===== src/rtl/s2_kes_ibm_param.sv =====
// ---------------------------------------------------------------------------
// s2_kes_ibm_param -- inversionless Berlekamp-Massey key-equation solver,
// second stage of the RS decoder, for any correction capability T (1..8).
//
// Ports:
//   clk        rising-edge clock
//   rst        asynchronous active-high reset
//   kes_ena    start request, only looked at while idle
//   rs_syn     2T syndromes, S_j = rs_syn[8j+7:8j]
//   kes_busy   high from the accept edge until the kes_done cycle (exclusive)
//   rs_lambda  error locator, Lambda_i = rs_lambda[8i+7:8i], scaled by a nonzero constant
//   rs_omega   error evaluator, Omega_j = rs_omega[8j+7:8j], same scale as Lambda
//   rs_deg     final BM register length L
//   kes_fail   L > T, pattern not correctable
//   kes_done   one-cycle pulse, results valid from this cycle and held until the next pulse
//
// Also contains gf2m8_multi, the combinational GF(2^8) multiplier
// (field polynomial x^8+x^4+x^3+x^2+1).
// ---------------------------------------------------------------------------

module gf2m8_multi (
    input  logic [7:0] a,
    input  logic [7:0] b,
    output logic [7:0] p
);
    logic [7:0] acc;
    logic [7:0] sh;

    // Shift-and-add: sh walks through a*x^n reduced modulo the field polynomial.
    always_comb begin
        acc = 8'h00;
        sh  = a;
        for (int n = 0; n < 8; n++) begin
            if (b[n]) acc = acc ^ sh;
            sh = {sh[6:0], 1'b0} ^ (sh[7] ? 8'h1D : 8'h00);
        end
        p = acc;
    end
endmodule

module s2_kes_ibm_param #(
    parameter int T  = 2,
    parameter int LW = $clog2(2*T+1)
) (
    input  logic                 clk,
    input  logic                 rst,
    input  logic                 kes_ena,
    input  logic [16*T-1:0]      rs_syn,
    output logic                 kes_busy,
    output logic [8*(T+1)-1:0]   rs_lambda,
    output logic [8*T-1:0]       rs_omega,
    output logic [LW-1:0]        rs_deg,
    output logic                 kes_fail,
    output logic                 kes_done
);
    typedef enum logic [1:0] {IDLE = 2'd0, ITER = 2'd1, FIN = 2'd2, BYP = 2'd3} state_t;

    state_t          state_reg, state_next;
    logic [16*T-1:0] syn_reg;
    logic [7:0]      lambda_reg [0:T];
    // B only needs T coefficients: x*B is truncated at degree T, so the top one never matters.
    logic [7:0]      b_reg      [0:T-1];
    logic [7:0]      gamma_reg;
    logic [LW-1:0]   l_reg, k_reg;

    logic [7:0]      lambda_next [0:T];
    logic [7:0]      b_next      [0:T-1];
    logic [7:0]      dl_prod     [0:T];
    logic [7:0]      gl_prod     [0:T];
    logic [7:0]      db_prod     [0:T];
    logic [7:0]      om_prod     [0:T-1][0:T-1];
    logic [7:0]      omega_val   [0:T-1];
    logic [7:0]      delta;
    logic [LW-1:0]   l_next;
    logic            do_swap, last_iter, iter_en;

    assign kes_busy  = (state_reg != IDLE);
    assign last_iter = (k_reg == LW'(2*T-1));
    // Clock enable for the iteration registers: active while busy or accepting.
    assign iter_en   = kes_busy || kes_ena;

    // ---------------- control ----------------
    always_comb begin
        state_next = state_reg;
        case (state_reg)
            IDLE: if (kes_ena) state_next = (rs_syn == '0) ? BYP : ITER;
            ITER: if (last_iter) state_next = FIN;
            FIN:  state_next = IDLE;
            BYP:  state_next = IDLE;
            default: state_next = IDLE;
        endcase
    end

    always_ff @(posedge clk or posedge rst) begin
        if (rst) state_reg <= IDLE;
        else     state_reg <= state_next;
    end

    // ---------------- BM datapath ----------------
    genvar gi, gj;
    generate
        for (gi = 0; gi <= T; gi++) begin : g_coef
            logic [7:0] sel;
            // S_{k-gi}, or zero when gi > k (term not yet in the discrepancy sum).
            always_comb begin
                sel = 8'h00;
                for (int j = 0; j < 2*T - gi; j++) begin
                    if (k_reg == LW'(j + gi)) sel = syn_reg[8*j +: 8];
                end
            end
            gf2m8_multi u_dl (.a(lambda_reg[gi]), .b(sel),            .p(dl_prod[gi]));
            gf2m8_multi u_gl (.a(gamma_reg),      .b(lambda_reg[gi]), .p(gl_prod[gi]));
            if (gi == 0) begin : g_lo
                assign db_prod[gi] = 8'h00;
                assign b_next[gi]  = do_swap ? lambda_reg[gi] : 8'h00;
            end else begin : g_hi
                gf2m8_multi u_db (.a(delta), .b(b_reg[gi-1]), .p(db_prod[gi]));
                if (gi < T) begin : g_b
                    assign b_next[gi] = do_swap ? lambda_reg[gi] : b_reg[gi-1];
                end
            end
            assign lambda_next[gi] = gl_prod[gi] ^ db_prod[gi];
        end

        // Omega_j = sum_{i<=j} Lambda_i * S_{j-i}, from the final Lambda.
        for (gj = 0; gj < T; gj++) begin : g_om_row
            for (gi = 0; gi < T; gi++) begin : g_om_col
                if (gi <= gj) begin : g_term
                    gf2m8_multi u_om (.a(lambda_reg[gi]), .b(syn_reg[8*(gj-gi) +: 8]),
                                      .p(om_prod[gj][gi]));
                end else begin : g_zero
                    assign om_prod[gj][gi] = 8'h00;
                end
            end
        end
    endgenerate

    always_comb begin
        delta = 8'h00;
        for (int i = 0; i <= T; i++) delta = delta ^ dl_prod[i];
    end

    always_comb begin
        for (int j = 0; j < T; j++) begin
            omega_val[j] = 8'h00;
            for (int i = 0; i < T; i++) omega_val[j] = omega_val[j] ^ om_prod[j][i];
        end
    end

    // Length change only when delta != 0 and 2L <= k (one extra bit avoids overflow of 2L).
    assign do_swap = (delta != 8'h00) && ({l_reg, 1'b0} <= {1'b0, k_reg});
    assign l_next  = k_reg + LW'(1) - l_reg;

    always_ff @(posedge clk or posedge rst) begin
        if (rst) begin
            syn_reg   <= '0;
            gamma_reg <= 8'h00;
            l_reg     <= '0;
            k_reg     <= '0;
            for (int i = 0; i <= T; i++) lambda_reg[i] <= 8'h00;
            for (int i = 0; i < T; i++)  b_reg[i]      <= 8'h00;
        end else if (iter_en) begin
            case (state_reg)
                IDLE: begin
                    syn_reg   <= rs_syn;
                    gamma_reg <= 8'h01;
                    l_reg     <= '0;
                    k_reg     <= '0;
                    for (int i = 0; i <= T; i++) lambda_reg[i] <= (i == 0) ? 8'h01 : 8'h00;
                    for (int i = 0; i < T; i++)  b_reg[i]      <= (i == 0) ? 8'h01 : 8'h00;
                end
                ITER: begin
                    for (int i = 0; i <= T; i++) lambda_reg[i] <= lambda_next[i];
                    for (int i = 0; i < T; i++)  b_reg[i]      <= b_next[i];
                    if (do_swap) begin
                        gamma_reg <= delta;
                        l_reg     <= l_next;
                    end
                    k_reg <= last_iter ? '0 : k_reg + LW'(1);
                end
                default: ;
            endcase
        end
    end

    // ---------------- result registers ----------------
    always_ff @(posedge clk or posedge rst) begin
        if (rst) begin
            rs_lambda <= '0;
            rs_omega  <= '0;
            rs_deg    <= '0;
            kes_fail  <= 1'b0;
            kes_done  <= 1'b0;
        end else begin
            kes_done <= 1'b0;
            if (state_reg == FIN) begin
                for (int i = 0; i <= T; i++) rs_lambda[8*i +: 8] <= lambda_reg[i];
                for (int j = 0; j < T; j++)  rs_omega[8*j +: 8]  <= omega_val[j];
                rs_deg   <= l_reg;
                kes_fail <= (l_reg > LW'(T));
                kes_done <= 1'b1;
            end else if (state_reg == BYP) begin
                rs_lambda <= {{(8*T){1'b0}}, 8'h01};
                rs_omega  <= '0;
                rs_deg    <= '0;
                kes_fail  <= 1'b0;
                kes_done  <= 1'b1;
            end
        end
    end
endmodule


===== config.mk =====
export PLATFORM = sky130hd
export DESIGN_NAME = s2_kes_ibm_param
export DESIGN_NICKNAME = d
export VERILOG_FILES = /design/src/rtl/s2_kes_ibm_param.sv
export SDC_FILE = /design/constraint.sdc
export NUM_CORES = 1
export LEC_CHECK = 0
export BUFFER_PORTS_ARGS = -buffer_cell sky130_fd_sc_hd__buf_2
export CAP_MARGIN = 20
export CORE_AREA = 2 2 202 204
export CTS_CLUSTER_DIAMETER = 60
export DETAILED_ROUTE_END_ITERATION = 16
export DIE_AREA = 0 0 204 206
export GPL_ROUTABILITY_DRIVEN = 0
export GPL_TIMING_DRIVEN = 0
export PLACE_DENSITY = 0.64
export SLEW_MARGIN = 20
export SYNTH_ARGS = -nofsm -noshare
export SYNTH_HDL_FRONTEND = slang
export SYNTH_SLANG_ARGS = --single-unit
export TNS_END_PERCENT = 100

===== constraint.sdc =====
create_clock -name clk -period 5.65 [get_ports clk]
set_input_delay 1.13 -clock clk [delete_from_list [all_inputs] [get_ports clk]]
set_output_delay 1.13 -clock clk [all_outputs]
set_load 0.02 [all_outputs]

==> flow_summary.toml <==
[drt]
avgRoutedWirePerCell_um = 21.9
vias_per_cell = 5.77
drt_pass1_iterations = 8
drc = 0
num_vias = 17700
drtIter0Drc = 2101
drt_wl_total_mm = 67.2
antenna_left = 0

[setup_path]
critPathArrivalTime_ns = 5.84
worstSetupPathType = "reg2reg"
cp-end-kind = "flip-flop"
crit_fanout = 10
ff2ff_path_depth = 22
worstPathRequired_ns = 5.99
cp-start-kind = "flip-flop"

[cts]
clockRootBuffer = "clkbuf_16"
clk_latency_ns = 0.48
clockBufferDepth = 2
clkSinkCount = 133
tritoncts = "done"
cts_hold_buf = 0
clk_pin_slew_ns = 0.07
cts_max_level = 4
cts_buffers = 17

[synthesis]
yosys_warnings = 0
synth.top_cells.by_count = "nand2_1, xnor2_1, o21ai_0"
syn_inst = 2401
ys_top_cells_by_area = "xnor2_1, dfrtp_1, nand2_1, xor2_1, o21ai_0"
netlist_area_um2 = 17700
synth_ff_type = "dfrtp_1"
ys_types = 67
synth-edff-count = 0
synth_top_area_share = 0.258
avgSynthCellArea_um2 = 7.39
synth.most_common_cell = "nand2_1"
yosysSeqAreaShare = 0.188
synth_nets = 2446
ys_ff_latch = 133
async_reset_ff_frac = 1.00
yosysTopAreaCell = "xnor2_1"

[global_route]
gr-usage-all-layers = 0.319
grt_pass1_vias = 17000
grt-ovfl-total = 0
grt_max_degree = 101
grt_pass1_wl_mm = 102
antenna_found_initial = 0

[die]
pin_count = 81
fp-row-count = 74
initial_core_util = 0.441
dieWidth_um = 204
die_h_um = 206
die_area_um2 = 42000
core_um2 = 40200

[hold_path]
whs_path_depth = 2
hold_path_class = "reg2reg"

[timing]
tns_ns = 0
maxSlewViolCount = 0
hold_violations = 0
post-route-period-util = 0.974
worstMarginPinSlew_ns = 1.18
finalCriticalPeriod_ns = 5.51
fin_skew_ns = 0.0143
relSlewSlack = 0.210
max_freq_ghz = 0.182
setup_violations = 0

[finish]
fin_cells = 3069
area_delta_synth_final_pct = 12.1
largest_reg_flops = 32
antenna_cells = 0
utilization = 0.495
stdcell_area_um2 = 19900
finalNetCount = 2570
drive_gt1_frac = 0.0974
nFillCells = 3965

[placed_design]
placed_area_um2 = 18900
placed_cells = 3018
port_buffers = 80
dp_hpwl_mm = 50.4

[outcome]
status = "finished clean"

[run]
cap_violations = 0
## placed cells by master, fill, tap and decap left out, types with 35 or more instances in the layout
cell and count:
nand2_1 600, xnor2_1 515, o21ai_0 187, xor2_1 142, clkbuf_1 138, dfrtp_1 133
buf_2 100, nor2_1 94, inv_1 68, a21oi_1 52, a22oi_1 38, nand3b_1 35
## logic make-up (layout without fill, tap and decap cells)
group,count (synthesis),count (layout),share of synthesized area
AOI/OAI and AO/OA,369,369,0.125
muxes,32,32,0.0192
adders and majority gates,10,10,0.00748
buffers and inverters,278,414,0.0630
DFF,133,133,0.188
and+or+nand+nor,868,868,0.212
xor gates and xnor gates,711,711,0.386
## per-layer routing
layer  global-route usage  share of wire
met1                0.414           0.40
met2                0.504           0.44
met3               0.0670           0.11
met4                0.157          0.053
met5                    0              0
## what timing repair did
action,in CTS,in global routing
setup buffers,0,22
setup endpoints to repair,34,36
cloned,0,0
pin swaps,1,11
gates resized for setup,15,56
endpoints found under the hold margin,0,0
## metrics by stage
step	hold WS [ns]	setup slack, ns
global placement	0.457	-0.827
finish	0.491	0.145
floorplan	0.438	0.930
global route	0.499	-0.0739
detailed placement	0.460	-0.440
CTS	0.485	-0.00611
## critical path: stages (launching register included)
cell      delay, ns
dfrtp_1        0.45
clkbuf_4       0.21
inv_1          0.19
ha_1           0.29
buf_6          0.18
buf_6          0.14
buf_2          0.22
clkbuf_4       0.30
a22oi_2        0.11
buf_4          0.21
nor2_1         0.11
xnor3_1        0.41
xnor2_1        0.19
xnor2_1        0.15
xnor3_2        0.65
xor2_4         0.26
xnor2_2        0.23
buf_4          0.22
nand2_1        0.09
xor2_1         0.18
xnor2_1        0.15
xnor2_1        0.28
o21ai_0        0.13
## worst paths after layout
kind | endpoint | start | slack (ns)
max | lambda_reg[0]$_DFFE_PP0P_ | k_reg[2]$_DFFE_PP0P_ | 0.14
min | syn_reg[27]$_DFFE_PP0P_ | syn_reg[27]$_DFFE_PP0P_ | 0.49
max reg2reg | lambda_reg[0]$_DFFE_PP0P_ | k_reg[2]$_DFFE_PP0P_ | 0.14
min reg2reg | syn_reg[27]$_DFFE_PP0P_ | syn_reg[27]$_DFFE_PP0P_ | 0.49
max in group asynchronous | syn_reg[18]$_DFFE_PP0P_ | rst | 4.24
min in group asynchronous | rs_lambda[12]$_DFFE_PP0P_ | rst | 0.61
## area by class of cell
class / count / area [um^2] / area share
Timing Repair Buffer: 107 / 628 / 0.0316
Inverter: 69 / 267 / 0.0134
Buffer: 207 / 888 / 0.0447
Multi-Input combinational cell: 1990 / 13500 / 0.681
Tap cell: 532 / 666 / 0.0335
Sequential cell: 133 / 3330 / 0.167
Clock inverter: 14 / 140 / 0.00705
Clock buffer: 17 / 425 / 0.0214
Power is left out: the tool's default activity adds up to more than one toggle a clock period on the data nets, which glitch-free logic cannot reach.
